## config.mk

```make
export PLATFORM = sky130hd
export DESIGN_NAME = bf_led_monitor
export DESIGN_NICKNAME = d
export VERILOG_FILES = /design/src/rtl/bf_led_monitor.sv
export SDC_FILE = /design/constraint.sdc
export NUM_CORES = 1
export LEC_CHECK = 0
export CAP_MARGIN = 20
export CORE_UTILIZATION = 48
export DETAILED_ROUTE_END_ITERATION = 10
export PLACE_DENSITY = 0.8
export SLEW_MARGIN = 40
export SYNTH_ARGS = -nofsm -noshare
export SYNTH_HDL_FRONTEND = slang
export SYNTH_SLANG_ARGS = --single-unit
```

## constraint.sdc

```tcl
create_clock -name clk -period 2.8 [get_ports clk]
set_input_delay 0.56 -clock clk [delete_from_list [all_inputs] [get_ports clk]]
set_output_delay 0.56 -clock clk [all_outputs]
set_load 0.03 [all_outputs]
```

## src/rtl/bf_led_monitor.sv

```systemverilog
// bf_led_monitor
// Passive checker for the bound-flasher LED bus. Samples the 16-bit
// thermometer LED word every clock, decodes level/direction/phase and
// checks each step against the six-phase sweep 16,6,11,0,6,0 (with
// flick kickbacks). Reports completions, aborts and protocol errors.
//
// Ports
//   clk       in   rising-edge clock (LED source domain)
//   reset     in   asynchronous active-low reset
//   led[15:0] in   observed LED word (legal = thermometer from bit 0)
//   flick     in   observed flick of the source
//   level[4:0]     lit LED count of the last sample
//   state[1:0]     0 IDLE, 1 UP, 2 DOWN, 3 SYNC
//   phase[2:0]     sequence phase 0..5 (0 in IDLE/SYNC)
//   done/kick/abort/err   one-cycle event pulses (mutually exclusive)
//   err_code[2:0]  first error since reset (sticky)
//   seq_cnt[7:0]   completed sequences, saturating
//
// Build option: BF_MON_FLICK_CHECK_EN -- when defined, starts and
// kickbacks require flick high at this edge or the previous one.
module bf_led_monitor (
  input  logic        clk,
  input  logic        reset,
  input  logic [15:0] led,
  input  logic        flick,
  output logic [4:0]  level,
  output logic [1:0]  state,
  output logic [2:0]  phase,
  output logic        done,
  output logic        kick,
  output logic        abort,
  output logic        err,
  output logic [2:0]  err_code,
  output logic [7:0]  seq_cnt
);

  typedef enum logic [1:0] {S_IDLE = 2'd0, S_UP = 2'd1, S_DOWN = 2'd2, S_SYNC = 2'd3} st_e;

  localparam logic [2:0] E_THERM = 3'd1;
  localparam logic [2:0] E_STEP  = 3'd2;
  localparam logic [2:0] E_SEQ   = 3'd3;
  localparam logic [2:0] E_FLICK = 3'd4;

  st_e        state_q, state_d;
  logic [2:0] phase_q, phase_d;
  logic [4:0] level_q;
  logic       done_q, done_d, kick_q, kick_d, abort_q, abort_d, err_q, err_d;
  logic [2:0] err_code_q, err_code_d, ecode;
  logic [7:0] seq_q, seq_d;

  logic [4:0] l_cur, l_prv, tgt;
  logic       thermo, step_up, step_dn, flick_ok;

  function automatic logic [4:0] popcnt(input logic [15:0] v);
    logic [4:0] n;
    n = 5'd0;
    for (int i = 0; i < 16; i++) n = n + {4'd0, v[i]};
    return n;
  endfunction

  function automatic logic [4:0] phase_tgt(input logic [2:0] p);
    case (p)
      3'd0:    return 5'd16;
      3'd1:    return 5'd6;
      3'd2:    return 5'd11;
      3'd4:    return 5'd6;
      default: return 5'd0;
    endcase
  endfunction

  // level_q is the popcount of the previous sample, so it doubles as Lq;
  // the previous LED word itself is never needed beyond its level.
  assign l_cur   = popcnt(led);
  assign l_prv   = level_q;
  assign thermo  = ((led & (led + 16'd1)) == 16'd0);
  assign step_up = (l_cur == l_prv + 5'd1);
  assign step_dn = (l_cur + 5'd1 == l_prv);
  assign tgt     = phase_tgt(phase_q);

`ifdef BF_MON_FLICK_CHECK_EN
  logic flick_q;
  always_ff @(posedge clk or negedge reset) begin
    if (!reset) flick_q <= 1'b0;
    else        flick_q <= flick;
  end
  assign flick_ok = flick | flick_q;
`else
  // flick is observed but never gates acceptance in this build.
  assign flick_ok = flick | 1'b1;
`endif

  always_comb begin
    state_d    = state_q;
    phase_d    = phase_q;
    done_d     = 1'b0;
    kick_d     = 1'b0;
    abort_d    = 1'b0;
    err_d      = 1'b0;
    ecode      = 3'd0;
    err_code_d = err_code_q;
    seq_d      = seq_q;
    case (state_q)
      S_IDLE: begin
        if (!thermo) begin
          err_d = 1'b1; ecode = E_THERM;
        end else if (l_cur == 5'd0) begin
          state_d = S_IDLE;
        end else if (l_cur == 5'd1) begin
          if (!flick_ok) begin
            err_d = 1'b1; ecode = E_FLICK;
          end else begin
            state_d = S_UP; phase_d = 3'd0;
          end
        end else begin
          err_d = 1'b1; ecode = E_STEP;
        end
      end
      S_UP, S_DOWN: begin
        if (!thermo) begin
          err_d = 1'b1; ecode = E_THERM;
        end else if (l_cur == 5'd0 && l_prv >= 5'd2) begin
          abort_d = 1'b1; state_d = S_IDLE; phase_d = 3'd0;
        end else if (!(step_up || step_dn)) begin
          err_d = 1'b1; ecode = E_STEP;
        end else if (state_q == S_UP) begin
          if (step_up) begin
            if (l_cur > tgt) begin err_d = 1'b1; ecode = E_SEQ; end
          end else if (l_prv == tgt) begin
            state_d = S_DOWN; phase_d = phase_q + 3'd1;
          end else begin
            err_d = 1'b1; ecode = E_SEQ;
          end
        end else begin
          if (step_dn) begin
            if (l_cur < tgt) begin
              err_d = 1'b1; ecode = E_SEQ;
            end else if (phase_q == 3'd5 && l_cur == 5'd0) begin
              done_d  = 1'b1;
              state_d = S_IDLE;
              phase_d = 3'd0;
              if (seq_q != 8'hFF) seq_d = seq_q + 8'd1;
            end
          end else if (l_prv == tgt && (phase_q == 3'd1 || phase_q == 3'd3)) begin
            state_d = S_UP; phase_d = phase_q + 3'd1;
          end else if ((l_prv == 5'd0 || l_prv == 5'd6) && l_prv != tgt && phase_q != 3'd5) begin
            // Kickback: re-enter the previous UP phase from a flick point.
            if (!flick_ok) begin
              err_d = 1'b1; ecode = E_FLICK;
            end else begin
              kick_d = 1'b1; state_d = S_UP; phase_d = phase_q - 3'd1;
            end
          end else begin
            err_d = 1'b1; ecode = E_SEQ;
          end
        end
      end
      S_SYNC: begin
        // Silent resynchronisation: only an all-dark bus lets us restart.
        if (l_cur == 5'd0) begin state_d = S_IDLE; phase_d = 3'd0; end
      end
      default: state_d = S_SYNC;
    endcase
    if (err_d) begin
      state_d = S_SYNC;
      phase_d = 3'd0;
      if (err_code_q == 3'd0) err_code_d = ecode;
    end
  end

  always_ff @(posedge clk or negedge reset) begin
    if (!reset) begin
      state_q    <= S_IDLE;
      phase_q    <= 3'd0;
      level_q    <= 5'd0;
      done_q     <= 1'b0;
      kick_q     <= 1'b0;
      abort_q    <= 1'b0;
      err_q      <= 1'b0;
      err_code_q <= 3'd0;
      seq_q      <= 8'd0;
    end else begin
      state_q    <= state_d;
      phase_q    <= phase_d;
      level_q    <= l_cur;
      done_q     <= done_d;
      kick_q     <= kick_d;
      abort_q    <= abort_d;
      err_q      <= err_d;
      err_code_q <= err_code_d;
      seq_q      <= seq_d;
    end
  end

  assign level    = level_q;
  assign state    = state_q;
  assign phase    = phase_q;
  assign done     = done_q;
  assign kick     = kick_q;
  assign abort    = abort_q;
  assign err      = err_q;
  assign err_code = err_code_q;
  assign seq_cnt  = seq_q;

endmodule

```

==> metrics.md <==
| Metric | Value |
|---|---|
| Status | `finished with violations` |
| Failing checks | `setup timing` |
| Yosys warns | `0` |
| Reg-to-Reg Start | `phase[0]` |
| Initial antenna violation count | `0` |
| Hold_sp | `seq_cnt[7]` |
| Non-filler cells, final | `463` |
| First-pass GRT wire length | `12.9 mm` |
| GRT Residual Overflow | `0` |
| Critical path launch point type | `primary input` |
| Final ANT Viol Nets | `0` |
| Mux contribution to synthesized area | `0.0167` |
| Via/cell ratio | `5.98` |
| Worst path max stage delay | `0.58 ns` |
| Crit-path slowest cell | `fa_1` |
| Beginning of the critical path | `led[3]` |
| Fmax | `173 MHz` |
| Slew Limit Fails | `0` |
| Fillcell total | `261` |
| Sum Neg Setup Slack | `-53.99 ns` |
| Die ar. | `5430 um2` |
| Hold_ws | `0.511 ns` |
| Clk_lat worst skew | `0.27 ns` |
| Syn Area/Cell | `9.24 um2` |
| Required time worst endpoint | `3.00 ns` |
| Most frequent cells in the layout | `77 x buf_4, 31 x clkdlybuf4s50_1, 25 x inv_1, 24 x dfrtp_1, 22 x ha_1` |
| Num ports | `44` |
| CP Class | `in -> reg` |
| Syn Inst Count | `267` |
| Area delta synth->final | `62.3%` |
| Most common cell after layout, fill and taps aside | `buf_4` |
| Peak supply drop | `0.000679 V` |
| Max clock buf depth | `2` |
| Layout cells sized above 1 | `0.404` |
| Post-synthesis register bit count | `24` |
| Crit share post-route | `2.06` |
| Clock slew at reported path FFs | `0.09 ns` |
| Synth Area in XOR/XNOR | `0.113` |
| Inst Count DP | `439` |
| Endpoint class of the critical path | `flip-flop` |
| Crit-path max FO | `4` |
| # hold bufs at CTS | `0` |
| # port buffers | `41` |
| Largest net degree at the start of global routing | `25` |
| CTS sink cnt | `24` |
| Die Y | `73.7 um` |
| EDFF count, synth | `0` |
| Synth Area in Compound Gates | `0.160` |
| Post-synthesis sequential area ratio | `0.244` |
| Syn Std Cell Area | `2470 um2` |
| Core Rows | `25` |
| Post-Syn Nets | `322` |
| Worst-Margin Slew | `0.718 ns` |
| PD cells | `1470 nW/um2` |
| Vias in the first global route | `2683` |
| MaxCap Viol Count | `0` |
| Reg-to-reg endpoint | `state[1]` |
| CTS H-tree depth | `1` |
| CTS tree | `yes` |
| Core area | `4850 um2` |
| Unrepaired setup endpoints after global routing | `true` |
| Critical Path AT | `5.99 ns` |
| Fin. Hold Viols | `0` |
| Drc violations | `0` |
| Starting DRC count in detailed routing | `299` |
| Synth Flop Type | `dfrtp_1` |
| Multi-input gate area | `1970 um2` |
| Clock skew | `0.00684 ns` |
| Number of library cell types mapped by synthesis | `57` |
| Reg2reg path depth | `14` |
| TritonCTS buffer count | `3` |
| Post-synthesis simple-gate area fraction | `0.175` |
| Final nets | `452` |
| Total Routing Usage GR | `0.316` |
| Crit-path cells | `buf_8 > inv_4 > fa_1 > fa_1 > fa_2 > fa_1 > inv_2 > ha_4 > fa_2 > xnor2_4 > buf_4 > buf_4 > xnor2_1 > nand3_1 > nor3_2 > a211o_1 > nand2_2 > buf_4 > a211o_1 > or4_1 > a21oi_2` |
| Power Total | `0.00587 W` |
| Setup WS post-layout | `-2.98 ns` |
| Largest family of logic cells by synthesized area | `adder cells` |
| Leak pwr | `1.90 nW` |
| Slew headroom | `0.518` |
| DR pass1 iterations | `5` |
| Root buf cell | `clkbuf_8` |
| Post-Route WL | `9.40 mm` |
| Min-delay worst type | `reg -> reg` |
| Initial core utilization | `0.509` |
| Hold Path End | `seq_cnt[7]` |
| WHS Path Cells | `1` |
| Reg-to-reg setup timing slack | `-0.66 ns` |
| Wire length per cell | `20.3 um` |
| Tmin final | `5.78 ns` |
| Post-synthesis async set-or-reset flop share | `1.00` |
| Final setup fails | `24` |
| Post-Synth Adder-Cell Area | `0.221` |
| Routability cong. | `0.907` |
| Total vias in the final route | `2768` |
| Die Width | `73.7 um` |
| Sequential cell area | `601 um2` |
| Ant. Diodes | `0` |
| Dpl hpwl | `5.42 mm` |
## metal layers
metal | vias up | part of all wire | track usage
li1 | 1189 | - | -
met1 | 1350 | 0.37 | 0.390
met2 | 175 | 0.49 | 0.570
met3 | 54 | 0.076 | 0.0494
met4 | 0 | 0.056 | 0.0833
met5 | - | 0 | 0
## cell usage after synthesis (all sizes together) (2+ instances only)
| library cell | instances | area, um2 |
|---|---|---|
| nor2b | 2 | 20.0 |
| xnor2 | 16 | 159 |
| or3 | 4 | 25.0 |
| buf | 2 | 12.5 |
| a211o | 4 | 35.0 |
| xnor3 | 3 | 67.6 |
| nor3 | 5 | 30.0 |
| a2111oi | 4 | 60.1 |
| ha | 26 | 325 |
| nand3b | 2 | 15.0 |
| maj3 | 2 | 20.0 |
| nand4 | 5 | 31.3 |
| or2 | 2 | 12.5 |
| mux2i | 3 | 30.0 |
| and3 | 6 | 37.5 |
| nor2 | 11 | 41.3 |
| dfrtp | 24 | 601 |
| nor4 | 5 | 31.3 |
| nand3 | 7 | 35.0 |
| a21o | 2 | 15.0 |
| inv | 39 | 146 |
| nand2 | 18 | 67.6 |
| o21ai | 15 | 75.1 |
| a211oi | 2 | 15.0 |
| o21a | 2 | 15.0 |
| xor2 | 5 | 51.3 |
| or4 | 4 | 30.0 |
| a21oi | 13 | 72.6 |
| fa | 10 | 200 |
| nand2b | 3 | 18.8 |
| a31oi | 3 | 18.8 |
| clkbuf | 3 | 11.3 |
## worst max-delay path by stage
stage / slack [ns] / cells past startpoint / end
2_1_floorplan: -2.95 / 16 / phase[1]
3_3_place_gp: -3.45 / 18 / phase[1]
3_5_place_dp: -3.63 / 18 / state[1]
4_1_cts: -2.74 / 18 / phase[1]
5_1_grt: -3.10 / 20 / state[1]
6_report: -2.98 / 21 / phase[2]
## area by class of cell
class / count / area share
Tap cell: 67 / 0.0209
Sequential cell: 24 / 0.150
Timing Repair Buffer: 130 / 0.284
Clock buffer: 4 / 0.0138
Inverter: 39 / 0.0397
Multi-Input combinational cell: 199 / 0.491
## where the power goes
part / switching [W] / internal (W) / leakage (nW)
logic: 0.00264 / 0.00252 / 1.56
clock network: 0.000115 / 0.000126 / 0.0288
registers: 0.0000584 / 0.000412 / 0.312
total: 0.00281 / 0.00306 / 1.90
## what timing repair did
action | 4_1_cts | 5_1_grt
pin swaps | 38 | 20
buffers inserted | 14 | 7
gates resized for setup | 85 | 23
setup endpoints to repair | 24 | 24
## cells by family after synthesis
| kind of cell | Yosys count |
|---|---|
| xor+xnor | 24 |
| compound gates | 54 |
| fa+ha+maj | 38 |
| buf+inv | 44 |
| other cells | 1 |
| flops | 24 |
| mux | 4 |
| simple gates | 78 |
## critical path, delay by kind of cell
kind	cells	cell delay [ns]
buffers and inverters	6	0.61
AO/OA/AOI/OAI	3	0.70
AND/OR/NAND/NOR	4	1.03
adder cells (fa/ha/maj)	6	2.69
XOR/XNOR	2	0.39
## flip-flops by register name (all words and copies together), names as in the netlist
signal	count
done	1
kick	1
state	2
err	1
phase	3
level	5
seq_cnt	8
err_code	2
abort	1
## per-stage QoR
stage	utilization	area, um2	worst slack (ns)
CTS	0.798	3870	-2.74
detailed placement	0.731	3540	-3.63
global placement	0.731	3540	-3.45
finish	0.826	4000	-2.98
global route	0.826	4000	-3.10
floorplan	-	2560	-2.95
(Power assumes the default switching activity.)
